==> src/rtl/lcd_pkg.sv <==
// lcd_pkg: sweep states and HD44780 constants shared by the LCD feeder and controller.
package lcd_pkg;
   typedef enum logic [2:0] {IDLE, SET_L0, CHR_L0, SET_L1, CHR_L1} lcd_state_e;
   localparam logic [7:0] LCD_DDRAM_L0 = 8'h80;
   localparam logic [7:0] LCD_DDRAM_L1 = 8'hC0;
   localparam logic [7:0] ASCII_SPACE  = 8'h20;
endpackage

==> src/rtl/lcd_refresh_timer.sv <==
// lcd_refresh_timer: free-running period counter; tick_o is high for one cycle every PERIOD cycles.
module lcd_refresh_timer #(
   parameter int PERIOD = 5_000_000
) (
   input  logic clk_i,
   input  logic rst_i,
   output logic tick_o
);
   localparam int CW = (PERIOD > 1) ? $clog2(PERIOD) : 1;
   logic [CW-1:0] cnt_q, cnt_d;
   assign tick_o = cnt_q == CW'(PERIOD - 1);
   always_comb cnt_d = tick_o ? '0 : cnt_q + 1'b1;
   always_ff @(posedge clk_i) begin
      if (rst_i) cnt_q <= '0;
      else       cnt_q <= cnt_d;
   end
endmodule

==> src/rtl/lcd_frame_feeder.sv <==
// lcd_frame_feeder: 2-line frame buffer swept into the HD44780 controller over valid/ready.
// Define LCD_AUTO_REFRESH_EN to add a periodic sweep request from lcd_refresh_timer.
module lcd_frame_feeder
   import lcd_pkg::*;
#(
   parameter int LINE_LEN   = 16,
   parameter int CLK_HZ     = 50_000_000,
   parameter int REFRESH_MS = 100,
   localparam int AW = $clog2(2 * LINE_LEN),
   localparam int CW = (LINE_LEN > 1) ? $clog2(LINE_LEN) : 1
) (
   input  logic          clk_i,
   input  logic          rst_i,
   input  logic          wr_en_i,
   input  logic [AW-1:0] wr_addr_i,
   input  logic [7:0]    wr_char_i,
   input  logic          refresh_i,
   output logic          busy_o,
   output logic          cmd_valid_o,
   output logic          cmd_rs_o,
   output logic [7:0]    cmd_data_o,
   input  logic          cmd_ready_i
);
   localparam int PERIOD = CLK_HZ / 1000 * REFRESH_MS;
   localparam logic [AW:0] NCELL = (AW + 1)'(2 * LINE_LEN);
   lcd_state_e    state_q, state_d;
   logic [CW-1:0] col_q, col_d;
   logic          pend_q, pend_d, rs_q, rs_d;
   logic [7:0]    data_q, data_d;
   logic [7:0]    cells_q [2*LINE_LEN];
   logic          tick, req, busy, xfer, last;
   logic [AW-1:0] rd_idx;
`ifdef LCD_AUTO_REFRESH_EN
   lcd_refresh_timer #(.PERIOD(PERIOD)) u_timer (.clk_i(clk_i), .rst_i(rst_i), .tick_o(tick));
`else
   logic unused_period;
   assign unused_period = ^PERIOD;
   assign tick = 1'b0;
`endif
   assign req         = refresh_i | tick;
   assign busy        = state_q != IDLE;
   assign xfer        = busy && cmd_ready_i;
   assign last        = col_q == CW'(LINE_LEN - 1);
   assign rd_idx      = AW'(col_q) + AW'(1) + ((state_q == CHR_L1) ? AW'(LINE_LEN) : AW'(0));
   assign busy_o      = busy;
   assign cmd_valid_o = busy;
   assign cmd_rs_o    = rs_q;
   assign cmd_data_o  = data_q;
   // The next byte is loaded on the transfer edge, so cells read here are pre-write values.
   always_comb begin
      state_d = state_q;
      col_d   = col_q;
      pend_d  = pend_q | (req && busy);
      rs_d    = rs_q;
      data_d  = data_q;
      case (state_q)
         IDLE:   if (req) {state_d, rs_d, data_d} = {SET_L0, 1'b0, LCD_DDRAM_L0};
         SET_L0: if (xfer) {state_d, rs_d, data_d} = {CHR_L0, 1'b1, cells_q[0]};
         SET_L1: if (xfer) {state_d, rs_d, data_d} = {CHR_L1, 1'b1, cells_q[LINE_LEN]};
         CHR_L0, CHR_L1: begin
            if (xfer && !last) begin
               col_d  = col_q + 1'b1;
               data_d = cells_q[rd_idx];
            end else if (xfer) begin
               col_d = '0;
               rs_d  = 1'b0;
               if (state_q == CHR_L0) {state_d, data_d} = {SET_L1, LCD_DDRAM_L1};
               else if (pend_d)       {state_d, data_d, pend_d} = {SET_L0, LCD_DDRAM_L0, 1'b0};
               else                   {state_d, data_d} = {IDLE, 8'h00};
            end
         end
         default: state_d = IDLE;
      endcase
   end
   always_ff @(posedge clk_i) begin
      if (rst_i) begin
         state_q <= IDLE;
         col_q   <= '0;
         pend_q  <= 1'b0;
         rs_q    <= 1'b0;
         data_q  <= 8'h00;
         for (int i = 0; i < 2 * LINE_LEN; i++) cells_q[i] <= ASCII_SPACE;
      end else begin
         state_q <= state_d;
         col_q   <= col_d;
         pend_q  <= pend_d;
         rs_q    <= rs_d;
         data_q  <= data_d;
         if (wr_en_i && ({1'b0, wr_addr_i} < NCELL)) cells_q[wr_addr_i] <= wr_char_i;
      end
   end
endmodule
==> config.mk <==
export PLATFORM = sky130hd
export DESIGN_NAME = lcd_frame_feeder
export DESIGN_NICKNAME = d
export VERILOG_FILES = /design/src/rtl/lcd_pkg.sv /design/src/rtl/lcd_refresh_timer.sv /design/src/rtl/lcd_frame_feeder.sv
export SDC_FILE = /design/constraint.sdc
export NUM_CORES = 1
export LEC_CHECK = 0
export ABC_CLOCK_PERIOD_IN_PS = 3100
export CELL_PAD_IN_SITES_DETAIL_PLACEMENT = 1
export CELL_PAD_IN_SITES_GLOBAL_PLACEMENT = 2
export CORE_MARGIN = 8
export CORE_UTILIZATION = 31
export DETAILED_ROUTE_END_ITERATION = 8
export GPL_TIMING_DRIVEN = 0
export PLACE_DENSITY = 0.61
export RECOVER_POWER = 25
export SETUP_SLACK_MARGIN = 0.2
export SYNTH_ARGS = -nofsm -noshare
export SYNTH_HDL_FRONTEND = slang
export SYNTH_HIERARCHICAL = 1
export SYNTH_SLANG_ARGS = --single-unit
==> constraint.sdc <==
create_clock -name clk_i -period 3.1 [get_ports clk_i]
set_input_delay 0.31 -clock clk_i [delete_from_list [all_inputs] [get_ports clk_i]]
set_output_delay 0.31 -clock clk_i [all_outputs]
set_load 0.01 [all_outputs]
==> results of run 1 <==
==> repair_timing <==
action,CTS,global route
setup endpoints to repair,17,29
setup buffers,1,0
pin swaps,3,1
gates resized for setup,18,20
==> worst min-delay path by stage <==
stage | from | endpoint | slack, ns | depth (start not counted)
after global placement | cmd_rs_o | cmd_rs_o | 0.47 | 2
after CTS | refresh_i | pend_q | 0.47 | 3
after global routing | refresh_i | pend_q | 0.52 | 3
after detailed placement | cmd_rs_o | cmd_rs_o | 0.48 | 2
final | cmd_rs_o | cmd_rs_o | 0.48 | 2
after floorplan | col_q[1] | col_q[1] | 0.45 | 2
==> tightest hold or removal path: stages (launching register included) <==
cell and delay [ns]:
dfxtp_1 0.31, o21ai_0 0.06, a21oi_1 0.06
==> state kept, by name (all words and copies together) (netlist names) <==
signal and cells:
cmd_rs_o 1, cmd_data_o 8, cells_q 256, pend_q 1, state_q 3, col_q 4
==> cell usage in the layout (no fill, tap or decap), types with 11 or more instances in the layout <==
cell               n
mux2i_1           22
mux2_2            11
or2_2             33
and2_0            68
nor2_1            50
clkbuf_16         31
clkdlybuf4s50_1   18
and2_1           157
clkbuf_1          48
dfxtp_1           17
or3_1             37
edfxtp_1         256
mux4_2            65
nand2_1           13
==> area by class of cell <==
cell class | count | area [um2]
plain buffers | 64 | 342
fillers | 4344 | 26500
multi-input cells | 557 | 4730
well taps | 539 | 674
clock buffers | 44 | 865
flip-flops and latches | 273 | 8030
inverters | 3 | 11.3
clock inverters | 14 | 178
repair buffers | 29 | 300
==> cell families after synthesis <==
group / Yosys count
multiplexers: 105
AND/OR/NAND/NOR: 399
AO/OA/AOI/OAI: 44
buffers and inverters: 67
adder cells (fa/ha/maj): 1
flip-flops: 273
XOR/XNOR: 8
==> power by group <==
part	internal (mW)	switching, mW
registers	4.23	0.0825
clock network	2.27	1.56
logic	0.339	0.529
total	6.84	2.17
==> per-layer routing <==
| layer | part of all wire (%) | global-route usage, % |
|---|---|---|
| met1 | 46 | 23.5 |
| met2 | 47 | 27.7 |
| met3 | 3.8 | 1.97 |
| met4 | 3.6 | 6.35 |
| met5 | 0 | 0 |
==> per-stage QoR <==
stage	setup TNS (ns)	hold WS, ns	util [%]	std cells	power [mW]
after floorplan	0	0.449	-	897	4.84
after global placement	-36.76	0.472	33.5	1464	5.26
after detailed placement	-31.50	0.475	33.5	1464	5.26
after CTS	0	0.469	36.2	1523	9.08
after global routing	0	0.518	36.3	1523	9.25
final	0	0.478	36.3	1523	9.00
==> key figures, run 1 <==
Status
  – Status: completed

Synthesis
  – Mapped Nets: 916
  – Mux cell area share after synthesis: ~15%
  – Count of cell types in the netlist: 56
  – Flops & latches, synth: 273
  – Sequential cell area fraction in the yosys report: 61.7%
  – Compound-Gate Fraction of Synth Area: 2.49%
  – Synth warn: 6
  – Most frequent cell after synthesis: edfxtp_1
  – Post-synth top flop: edfxtp_1
  – Mapped Area: 13000 um2
  – Simple-Gate Fraction of Synth Area: 18.1%
  – Post-synth EDFFs: approximately 260
  – Post-synth top area share: between 50% and 60%
  – Synth top area cells: edfxtp_1 (59%), mux4_2 (11%), and2_1 (11%)
  – Post-synthesis xor/xnor area fraction: 0.683%
  – Post-Synthesis Mean Instance Area: 14.5 um2
  – Synth top cells by count: edfxtp_1 (256), and2_1 (224), mux4_2 (65)
  – Async S/R FF share, synth: 0%
  – Synth Area in Adders: less than 1%
  – Synth area leader: edfxtp_1
  – Post-synthesis cell count: 897
  – Main combinational cell family by area after synthesis: simple AND/OR/NAND/NOR gates

Setup path
  – Setup CP Type: input pin to flip-flop
  – R2r worst-path depth: 6
  – Critical path buffer and inverter count: 2
  – Nature of the critical path endpoint: flip-flop
  – Worst path max stage delay: 0.85 ns
  – Worst flop-to-flop path startpoint: col_q[0]
  – Crit path to: cells_q[29][3]
  – Worst Setup Start Kind: input pin
  – CP Depth: 7
  – WP data required: roughly 3.4 ns
  – CP top delay family: buffers and inverters
  – Most used cell, CP: nor2_1
  – Reg2reg setup slack: 0.25 ns
  – Reg-to-Reg End: cmd_data_o[4]
  – CP cell instances: dlygate4sd3_1 -> nand2b_1 -> nor2_1 -> nand2_1 -> clkbuf_1 -> nor2_1 -> or2_2
  – Beginning of the critical path: rst_i
  – Crit path max fanout: 10
  – Crit path DAT: 3.20 ns
  – Critical path's slowest cell: dlygate4sd3_1

Clocking
  – Reg clk slew, reported paths: 0.06 ns
  – CTS tree: yes
  – Num CTS Buffers: 31
  – Hold-fix buffers, CTS: 0
  – Bufs on Longest Clock Path: 3
  – CTS root buf: clkbuf_16
  – Clk_lat worst skew: 0.58 ns
  – CTS sink count: 273
  – Max H-tree Level: 1

Layout
  – ANT cells: 0
  – Post-route cell area: 15100 um2
  – Layout cells sized above 1: about a fifth
  – Synth-to-Final Area Change: 16.3%
  – Nets: 978

Placed design
  – DP Area: 14000 um2
  – Dpl hpwl: 30700 um
  – Gpl congestion: 0.843
  – IO buf count: 28
  – Worst slack, placed: -0.468 ns

Route
  – Post-route ant nets: 0
  – Drc violations: 0
  – Final WL: 42700 um
  – DR vias/cell: a little over 5
  – First DRT Iteration DRCs: 775
  – Vias: 7759
  – DRT Pass-1 Iters: 5
  – DR WL/cell: between 20 and 30 um

Floorplanning
  – Initial Utilization: 31.2%
  – Die Wd: about 220 um
  – Core Rows: 75
  – DIE AREA: 48800 um2
  – # IOs: 29
  – Chip height: between 200 and 250 um
  – Core area: 41700 um2

STA
  – RSZ-0062 raised after global routing: no
  – Part of the cycle the worst path needs: 93.4%
  – # setup viols final: 0
  – Slew margin rel.: 42.4%
  – Final hold vios: 0
  – FMAX: between 300 and 400 MHz
  – Fin Clk Skew: 0.0189 ns
  – Setup ws final: 0.203 ns
  – Measured slew at the worst slew-check pin: about 0.86 ns
  – Min Tclk post-route: 2.90 ns
  – Final Max Slew Viols: 0

Run
  – # Max-Cap Violations: 0

Min path
  – HP Class: flip-flop to flip-flop

GRT
  – Largest net degree at the start of global routing: 16
  – Vias in the first global route: ~8000
  – Total GRT Usage: 17.1%
  – First-pass GRT wire length: 60800 um
  – Initial antenna violation count: 1
  – Grt ovf: 0

Pwr
  – Peak VDD IR: 0.363 mV
  – Power density cells: 595 nW/um2
  – LEAKAGE: 4.95 nW
Power figures use the tool's default switching activity.
==> run 2, diff against run 1 <==
--- a/config.mk
+++ b/config.mk
@@ -11,10 +11,12 @@
 export CORE_MARGIN = 8
 export CORE_UTILIZATION = 31
 export DETAILED_ROUTE_END_ITERATION = 8
+export DONT_BUFFER_PORTS = 1
 export GPL_TIMING_DRIVEN = 0
-export PLACE_DENSITY = 0.61
+export PLACE_DENSITY = 0.59
 export RECOVER_POWER = 25
 export SETUP_SLACK_MARGIN = 0.2
+export SLEW_MARGIN = 20
 export SYNTH_ARGS = -nofsm -noshare
 export SYNTH_HDL_FRONTEND = slang
 export SYNTH_HIERARCHICAL = 1
==> run 2 against run 1 <==
Against the previous run: first-iteration DRC count fell by 23%; critical path type is now flip-flop to flip-flop; design area fell by 2.4%; fmax rose by 0.34%; critical path depth did not move.
==> key figures, run 2 (synthesis results as in run 1) <==
Status
  – Status: completed (unchanged)

Clocking
  – Bufs on Longest Clock Path: 3 (unchanged)
  – CTS sink count: 273 (unchanged)
  – CTS tree: yes (unchanged)
  – Num CTS Buffers: 31 (unchanged)
  – Max H-tree Level: 1 (unchanged)
  – Reg clk slew, reported paths: 0.06 ns (about the same)
  – Clk_lat worst skew: 0.57 ns (was 0.58 ns)
  – CTS root buf: clkbuf_16 (unchanged)

Layout
  – Nets: 961 (was 978)
  – Synth-to-Final Area Change: 13.5% (was 16.3%)
  – Commonest non-fill, non-tap cell in the layout: edfxtp_1 (unchanged)
  – Layout cells sized above 1: 18.6% (was 19.9%)
  – Post-route cell area: 14800 um2 (was 15100 um2)
  – Most frequent cells in the layout: edfxtp_1 (256), and2_1 (145), and2_0 (80), mux4_2 (65) (was edfxtp_1 (256), and2_1 (157), and2_0 (68), mux4_2 (65), nor2_1 (50))
  – Most flops, register: cells_q (unchanged)
  – Max reg flops: 256 (unchanged)

Floorplanning
  – Initial Utilization: 31.2% (unchanged)
  – Core area: 41700 um2 (unchanged)
  – Core Rows: 75 (unchanged)
  – # IOs: 29 (unchanged)
  – Chip height: 221 um (unchanged)
  – DIE AREA: 48800 um2 (unchanged)
  – Die Wd: 221 um (unchanged)

GRT
  – Vias in the first global route: 8034 (was 8184)
  – Largest net degree at the start of global routing: 15 (was 16)
  – Total GRT Usage: 17.6% (was 17.1%)
  – First-pass GRT wire length: 61900 um (was 60800 um)
  – Initial antenna violation count: 6 (was 1)
  – Grt ovf: 0 (unchanged)

Pwr
  – Psw: 2.06 mW (was 2.17 mW)
  – Peak VDD IR: 0.290 mV (was 0.363 mV)
  – Sw Share: 24.0% (was 24.1%)
  – LEAKAGE: 4.77 nW (was 4.95 nW)
  – Gate power share: 9.2% (was 9.6%)
  – Seq pwr share: 50.5% (was 47.9%)
  – Internal Dissipation: 6.51 mW (was 6.84 mW)
  – Clk pwr share: 40.3% (was 42.5%)
  – Power density cells: 580 nW/um2 (was 595 nW/um2)

Placed design
  – Gpl congestion: 0.822 (was 0.843)
  – DP Area: 13700 um2 (was 14000 um2)
  – IO buf count: 0 (was 28)
  – Dpl hpwl: 31100 um (was 30700 um)

Setup path
  – Nature of the critical path endpoint: flip-flop (unchanged)
  – Worst Setup Start Kind: flip-flop (was input pin)
  – WP data required: 3.53 ns (was 3.40 ns)
  – Crit path max fanout: 10 (unchanged)
  – Crit path DAT: 3.32 ns (was 3.20 ns)
  – Setup CP Type: flip-flop to flip-flop (was input pin to flip-flop)

STA
  – # setup viols final: 0 (unchanged)
  – Min Tclk post-route: 2.89 ns (was 2.90 ns)
  – Final TNS setup: 0 ns (unchanged)
  – Measured slew at the worst slew-check pin: 0.932 ns (was 0.864 ns)
  – Final hold vios: 0 (unchanged)
  – Part of the cycle the worst path needs: 93.1% (was 93.4%)
  – Final Max Slew Viols: 0 (unchanged)
  – FMAX: 346 MHz (was 345 MHz)
  – Fin Clk Skew: 0.0189 ns (about the same)
  – RSZ-0062 raised after global routing: no (unchanged)
  – Slew margin rel.: 37.4% (was 42.4%)

Route
  – DR vias/cell: 5.11 (was 5.09)
  – First DRT Iteration DRCs: 594 (was 775)
  – DR WL/cell: 29.2 um (was 28.0 um)
  – Post-route ant nets: 0 (unchanged)
  – Vias: 7664 (was 7759)
  – Final WL: 43800 um (was 42700 um)
  – DRT Pass-1 Iters: 5 (unchanged)
  – Drc violations: 0 (unchanged)

Run
  – # Max-Cap Violations: 0 (unchanged)

Min path
  – HP Class: input pin to flip-flop (was flip-flop to flip-flop)
==> run 2: cell types whose count changed in the layout (fill, tap and decap cells not counted), moves of 5 or more <==
| cell | previous run | this run |
|---|---|---|
| clkdlybuf4s50_1 | 18 | 0 |
| clkbuf_1 | 48 | 53 |
| buf_4 | 5 | 10 |
| and2_1 | 157 | 145 |
| and2_0 | 68 | 80 |
==> run 2: worst paths after layout <==
check / startpoint / endpoint / slack [ns] / depth (start not counted)
worst max-delay path: col_q[0] / cmd_data_o[1] / 0.21 / 7
worst min-delay path: refresh_i / cmd_data_o[6] / 0.04 / 3
worst max register to register: col_q[0] / cmd_data_o[1] / 0.21 / 7
worst min register to register: col_q[1] / col_q[1] / 0.49 / 2
==> run 2: stage by stage <==
step	hold slack, ns	total power, mW	util (%)	instances	setup WS, ns
finish	0.0384	8.57	35.4	1500	0.213
global route	0.0480	8.82	35.4	1499	0.204
CTS	0.0113	8.65	35.3	1497	0.168
detailed placement	0.479	5.18	32.8	1436	-0.291
global placement	0.474	5.17	32.8	1436	-0.285
floorplan	0.449	4.84	-	897	0.880
==> run 2: repair_timing <==
| action | 4_1_cts | 5_1_grt |
|---|---|---|
| pin swaps | 0 | 2 |
| endpoints found under the hold margin | 19 | 0 |
| hold buffers | 10 | 0 |
| gates resized for setup | 11 | 9 |
| endpoints found under the setup margin | 8 | 5 |
| buffers inserted | 0 | 2 |
==> run 2: area by class of cell <==
type / count / area [um2]
fill: 4343 / 26900
sequential: 273 / 8030
multi-input combinational: 557 / 4710
clock buffer: 43 / 821
tap: 539 / 674
buffer: 64 / 308
timing repair buffer: 12 / 128
clock inverter: 8 / 86.3
inverter: 3 / 11.3
antenna: 1 / 2.50
==> run 2: worst max-delay path, stage by stage, from the launching register on <==
cell and delay [ns]:
dfxtp_1 0.35, ha_2 0.32, buf_2 0.23, buf_4 0.32, mux4_2 0.40, mux2_2 0.34, a222oi_1 0.65, o21ai_0 0.16
==> run 2: power groups by stage <==
stage	Clock [mW]	Combinational [mW]	Sequential, mW
after global placement	0	0.774	4.40
after CTS	3.52	0.800	4.33
after detailed placement	0	0.773	4.40
after global routing	3.63	0.844	4.34
final	3.46	0.792	4.33
after floorplan	0	0.493	4.35
==> run 2: per-layer routing <==
metal	up-vias	global-route usage, %	wire [um]
li1	3412	-	-
met1	4012	23.6	19500
met2	176	28.6	20500
met3	60	3.09	2410
met4	4	6.11	1410
met5	-	0	23
